### src/rtl/sram_arbiter.sv
// Purpose: two-port round-robin arbiter in front of one single-port SRAM with registered read data.
// Latency: the SRAM command is issued one edge after accept, and read data is valid two edges after accept.
// Backpressure: at most one req_ready per cycle; responses are never stalled.
module sram_arbiter #(
    parameter int ADR  = 16,
    parameter int BITS = 32
) (
    input  logic            clk,
    input  logic            rst,

    input  logic            req_valid_0,
    input  logic            req_we_0,
    input  logic [ADR-1:0]  req_adr_0,
    input  logic [BITS-1:0] req_wdata_0,
    output logic            req_ready_0,

    input  logic            req_valid_1,
    input  logic            req_we_1,
    input  logic [ADR-1:0]  req_adr_1,
    input  logic [BITS-1:0] req_wdata_1,
    output logic            req_ready_1,

    output logic            rsp_valid_0,
    output logic [BITS-1:0] rsp_rdata_0,
    output logic            rsp_valid_1,
    output logic [BITS-1:0] rsp_rdata_1,

    output logic [ADR-1:0]  mem_adr,
    output logic [BITS-1:0] mem_in,
    output logic            mem_we,
    output logic            mem_oe,
    input  logic [BITS-1:0] mem_out
);

    // last_grant = 1 means port 1 won the most recent accepted transfer.
    logic            last_grant;
    logic            gnt_0;
    logic            gnt_1;
    logic            accept;
    logic            winner;
    logic            sel_we;
    logic [ADR-1:0]  sel_adr;
    logic [BITS-1:0] sel_wdata;

    logic            s1_rd;
    logic            s1_port;
    logic            s2_rd;
    logic            s2_port;

    // Grant is purely combinational so a lone requester never sees an idle bubble.
    always_comb begin
        gnt_0 = 1'b0;
        gnt_1 = 1'b0;
        if (!rst) begin
            if (req_valid_0 && req_valid_1) begin
                gnt_0 = last_grant;
                gnt_1 = !last_grant;
            end else begin
                gnt_0 = req_valid_0;
                gnt_1 = req_valid_1;
            end
        end
    end

    assign req_ready_0 = gnt_0;
    assign req_ready_1 = gnt_1;

    // A grant is only ever given to a valid port, so any grant is an accept.
    assign accept = gnt_0 | gnt_1;
    assign winner = gnt_1;

    always_comb begin
        sel_we    = req_we_0;
        sel_adr   = req_adr_0;
        sel_wdata = req_wdata_0;
        if (winner) begin
            sel_we    = req_we_1;
            sel_adr   = req_adr_1;
            sel_wdata = req_wdata_1;
        end
    end

    always_ff @(posedge clk) begin
        if (rst) begin
            last_grant <= 1'b1;
        end else if (accept) begin
            last_grant <= winner;
        end
    end

    // Stage 1 drives the SRAM pins directly. Address and data hold when idle.
    always_ff @(posedge clk) begin
        if (rst) begin
            mem_adr <= '0;
            mem_in  <= '0;
            mem_we  <= 1'b0;
            mem_oe  <= 1'b0;
            s1_rd   <= 1'b0;
            s1_port <= 1'b0;
        end else if (accept) begin
            mem_adr <= sel_adr;
            mem_in  <= sel_wdata;
            mem_we  <= sel_we;
            mem_oe  <= !sel_we;
            s1_rd   <= !sel_we;
            s1_port <= winner;
        end else begin
            mem_we  <= 1'b0;
            mem_oe  <= 1'b0;
            s1_rd   <= 1'b0;
        end
    end

    // Stage 2 lines up with the SRAM's registered read data.
    always_ff @(posedge clk) begin
        if (rst) begin
            s2_rd   <= 1'b0;
            s2_port <= 1'b0;
        end else begin
            s2_rd   <= s1_rd;
            s2_port <= s1_port;
        end
    end

    assign rsp_valid_0 = s2_rd & !s2_port;
    assign rsp_valid_1 = s2_rd &  s2_port;
    assign rsp_rdata_0 = mem_out;
    assign rsp_rdata_1 = mem_out;

    a_one_grant: assert property (@(posedge clk) !(req_ready_0 && req_ready_1));
    a_grant_valid: assert property (@(posedge clk)
        (!req_ready_0 || req_valid_0) && (!req_ready_1 || req_valid_1));
    a_one_rsp: assert property (@(posedge clk) !(rsp_valid_0 && rsp_valid_1));

endmodule

### config.mk
export PLATFORM = sky130hd
export DESIGN_NAME = sram_arbiter
export DESIGN_NICKNAME = d
export VERILOG_FILES = /design/src/rtl/sram_arbiter.sv
export SDC_FILE = /design/constraint.sdc
export NUM_CORES = 1
export LEC_CHECK = 0
export ABC_AREA = 1
export BUFFER_PORTS_ARGS = -buffer_cell sky130_fd_sc_hd__buf_2
export CAP_MARGIN = 20
export CORE_UTILIZATION = 30
export CTS_BUF_LIST = sky130_fd_sc_hd__clkbuf_16
export DETAILED_ROUTE_END_ITERATION = 10
export GPL_TIMING_DRIVEN = 0
export SYNTH_ARGS = -nofsm -noshare
export SYNTH_HDL_FRONTEND = slang
export SYNTH_SLANG_ARGS = --single-unit
### constraint.sdc
create_clock -name clk -period 1.4 [get_ports clk]
set_input_delay 0 -clock clk [delete_from_list [all_inputs] [get_ports clk]]
set_output_delay 0 -clock clk [all_outputs]
set_load 0.005 [all_outputs]
=== Yosys cells after proc, flatten, opt, wreduce, memory -nomap -nowiden ===
Cells that the tools add are included.
Widths: inputs -> output; s select.

* Reductions and logical operators: 5
* Bitwise logic cells: 4
* Mux-type cells: 7

{| class="wikitable"
|+ Operator list
! cell !! number
|-
| $mux 32 || 1
|-
| $mux 16 || 1
|-
| $mux 1 || 5
|-
| $logic_not 1->1 || 3
|-
| $and 1x1->1 || 2
|-
| $reduce_or 2->1 || 1
|-
| $logic_and 1x1->1 || 1
|-
| $not 1->1 || 1
|-
| $or 1x1->1 || 1
|}

* Register bits: 54
* Output and inout bits: 118

=== Longest topological paths before layout ===
* Word-level depth: 6
* Gate-level depth with buffers: 7

=== Worst setup path before layout ===
No wires, ideal clock.

* Path type: register to register
* Start: register last_grant
* End: register mem_in[20]
* Required time: 1.287 ns
* Path slack: 0.300 ns
* Period minus slack after synthesis: 1.100 ns
* Library setup time: 0.113 ns
* Arrival: 0.987 ns
* Path buffers: 2
* Stages on the path, launching flop included: 7
* Cell sequence: dfxtp_1 -> nand2_1 -> buf_2 -> buf_2 -> nand3_1 -> nand3_1 -> nand2_1

* Cells in the longest elaborated chain, start to end: 4
* Elaborated cells on any way between the ends: 7

{| class="wikitable"
|+ Ends and longest elaborated chain
! element !! RTL line !! text
|-
| start: declaration || 36 || <nowiki>logic last_grant;</nowiki>
|-
| start signal: assignment || 87 || <nowiki>last_grant <= winner;</nowiki>
|-
| $logic_not 1->1 || 57 || <nowiki>gnt_1 = !last_grant;</nowiki>
|-
| $mux 1 || 55 || <nowiki>if (req_valid_0 && req_valid_1) begin</nowiki>
|-
| $mux 1 || 54 || <nowiki>if (!rst) begin</nowiki>
|-
| $mux 32 / $or 1x1->1 (equally long branches) || 76, 69 ||
|-
| end signal: assignment || 102 || <nowiki>mem_in <= sel_wdata;</nowiki>
|-
| end: declaration || 29 || <nowiki>output logic [BITS-1:0] mem_in,</nowiki>
|}

Parallel ways exist; a longest one is shown, timed or not.
A chain may end at the register's enable or synchronous reset.

=== Worst setup path in the final report ===
* Start: input rst
* End: output req_ready_1

* Cells in the longest elaborated chain, start to end: 1

{| class="wikitable"
|+ Ends and longest elaborated chain
! element !! RTL line !! text
|-
| start: declaration || 9 || <nowiki>input logic rst,</nowiki>
|-
| $mux 1 || 54 ||
|-
| end: declaration || 21 || <nowiki>output logic req_ready_1,</nowiki>
|}

Every way passes these cells.

==> flow_metrics.tcl <==
set metrics [dict create \
    cp_top_family "buffers and inverters" \
    start_kind "primary input" \
    grt_first_pass_wirelength_mm 14.8 \
    power.switching_mw 1.07 \
    cts_max_level 2 \
    ios 252 \
    sequentialPowerShare_pct 42.0 \
    power_frac_comb_pct 24.2 \
    tritoncts "done" \
    critPathKind "in2out" \
    rsz0062_at_grt "no" \
    min_path_cells 5 \
    synth_xor_area_share_pct 0 \
    synthMuxAreaShare_pct 0 \
    r2r_start "last_grant" \
    synthAdderAreaFrac_pct 0 \
    r2r_end "mem_in[25]" \
    synth_cell_type_count 16 \
    syn_area_per_cell_sq_um 6.41 \
    fin_crit_ps 1320 \
    use_met1_pct 18.1 \
    required_ps 1400 \
    peakVddDrop_uv 505 \
    clk_latency_ps 280 \
    stdcell_count 888 \
    chipWidth_um 107 \
    setup-violations-final 0 \
    viasPerCell 4.28 \
    tightest_slew_ps 480 \
    setup_slack_ps 79.1 \
    busiest_layer "met2" \
    slowest_delay_ps 540 \
    hpwl_mm 7.53 \
    maxSlewHeadroom_pct 68.0 \
    grt_use_total_pct 16.0 \
    tns_ps 0 \
    whs_ps 5.05 \
    syn_nets 646 \
    ff2ff_path_depth 6 \
    core_area_sq_mm 0.0105 \
    nNetsFinal 885 \
    cp-endpoint "req_ready_1" \
    max_cap_viol_count 0 \
    synth_seq_cells 54 \
    max_freq_ghz 0.757 \
    cts_buffer_depth 2 \
    hold_class "in2reg" \
    place_ws_ps 19.2 \
    port_buffers 219 \
    status "complete, no violations" \
    vias 3802 \
    synthesis.area_sq_mm 0.00328 \
    dr.pass1.iters 8 \
    root_buffer "clkbuf_16" \
    final_util_pct 46.6 \
    wl_per_cell_um 10.6 \
    synth_top_family_by_area "simple AND/OR/NAND/NOR gates" \
    grt-ovfl-total 0 \
    dp_cells 867 \
    post_cts_buffers 0 \
    antenna_found_initial 0 \
    intPower_mw 3.02 \
    detail-route-antenna-nets 0 \
    first_global_vias 3403 \
    cp_cell_sequence "dlygate4sd3_1, clkbuf_4, inv_4, nand3_4, buf_4, inv_1, buf_2" \
    cp.depth 7 \
    synth_cells 512 \
    drive_gt1_share_pct 42.4 \
    remaining_drc_errors 0 \
    finClkSkew_ps 3.64 \
    post-route-period-util_pct 94.4 \
    area_growth_pct 48.5 \
    cp_slowest_cell "dlygate4sd3_1" \
    crit_fanout 10 \
    power_leakage_nw 3.10 \
    num_rows 37 \
    final_max_slew_viol_count 0 \
    cellPowerDensity_mw_per_mm2 841 \
    die-area_sq_mm 0.0114 \
    gp_congestion 0.774 \
    final_common_cell "buf_2" \
    path_buf_inv 6 \
    clkPwrFrac_pct 33.7 \
    drt-initial-drc-count 150 \
    gr-usage-met3_pct 3.34 \
    start_util_pct 31.4 \
    grt_max_degree 17 \
    cp-end-kind "output port" \
    r2r_slack_ps 140 \
    crit_start "rst" \
    ys_warn_count 0 \
    synthSimpleGateAreaFrac_pct 34.9 \
    antenna_cells 0 \
    cts_sinks 54 \
    clkTransAtPathRegs_ps 70 \
    switching_share_pct 26.2 \
    yosysSeqAreaShare_pct 32.9 \
    hold_viol_final 0 \
    worstPathArrival_ps 1320 \
    mostFrequentLayoutCells "buf_2 (231), nand3_1 (145), inv_1 (105)" \
    synth_compound_area_share_pct 0.762 \
    drt-total-wl_mm 9.42 \
    die_h_um 107 \
    numCtsBuffers 5 \
    grt_use_met2_pct 29.5 \
]
-- routing by layer --
metal	routed length (um)	share of wire [%]	vias up
met4	142	1.5	0
met1	3900	41	1639
met2	4630	49	174
li1	-	-	1974
met5	0	0	-
met3	747	7.9	15
-- final cells by class --
type                            instances  area, sq um
Fill cell                            1122         5590
Timing Repair Buffer                  232         1230
Multi-Input combinational cell        257         1180
Sequential cell                        54         1080
Buffer                                 94          641
Inverter                              107          404
Tap cell                              136          170
Clock buffer                            5          125
Clock inverter                          3         40.0
-- stage by stage --
stage / instance area (sq um) / power (mW)
floorplan: 3280 / 2.27
global placement: 4550 / 2.71
detailed placement: 4550 / 2.72
CTS: 4850 / 4.16
global route: 4870 / 4.34
finish: 4870 / 4.10
-- cells in the mapped netlist (all sizes together) --
cell type,number,area share [%]
nand3,146,22
o21ai,1,0.15
nand2,101,12
inv,107,12
a211oi,1,0.23
a21oi,1,0.15
dfxtp,54,33
clkbuf,8,0.91
nor2,6,0.91
o211ai,1,0.23
buf,86,18
-- cells by family (layout without fill, tap and decap cells) --
family                 count (synthesis)  count (layout)
AOI/OAI and AO/OA                      4               4
buffers and inverters                201             441
and+or+nand+nor                      253             253
DFF                                   54              54
-- power groups by stage --
stage | Sequential, mW | Combinational [mW] | Clock [mW]
after CTS | 1.72 | 1.00 | 1.43
after detailed placement | 1.76 | 0.967 | 0
after floorplan | 1.76 | 0.506 | 0
after global routing | 1.74 | 1.12 | 1.48
final | 1.72 | 0.994 | 1.38
after global placement | 1.76 | 0.954 | 0
-- what timing repair did --
| action | 4_1_cts | 5_1_grt |
|---|---|---|
| hold buffers | 13 | 0 |
| setup endpoints to repair | 1 | 31 |
| resized for setup | 2 | 9 |
| hold endpoints to repair | 14 | 0 |
-- sequential cells by signal (all words and copies together) (netlist names) --
register    count
s2_rd           1
s2_port         1
mem_we          1
s1_rd           1
mem_in         32
mem_adr        16
last_grant      1
s1_port         1
-- how the worst min path moves through the flow --
stage / start / endpoint
final: req_wdata_0[8] / mem_in[8]
after global routing: req_wdata_0[15] / mem_in[15]
after CTS: req_wdata_0[4] / mem_in[4]
after detailed placement: mem_out[24] / rsp_rdata_1[24]
after global placement: mem_out[11] / rsp_rdata_0[11]
after floorplan: rst / req_ready_0
-- worst reg2reg max path: cells and delay by family, from the launching register on --
| kind | cells | cell delay [ps] |
|---|---|---|
| buffers and inverters | 2 | 440 |
| AND/OR/NAND/NOR | 4 | 390 |
| flip-flops | 1 | 320 |
Note: power is estimated with default switching activity, not from simulation.
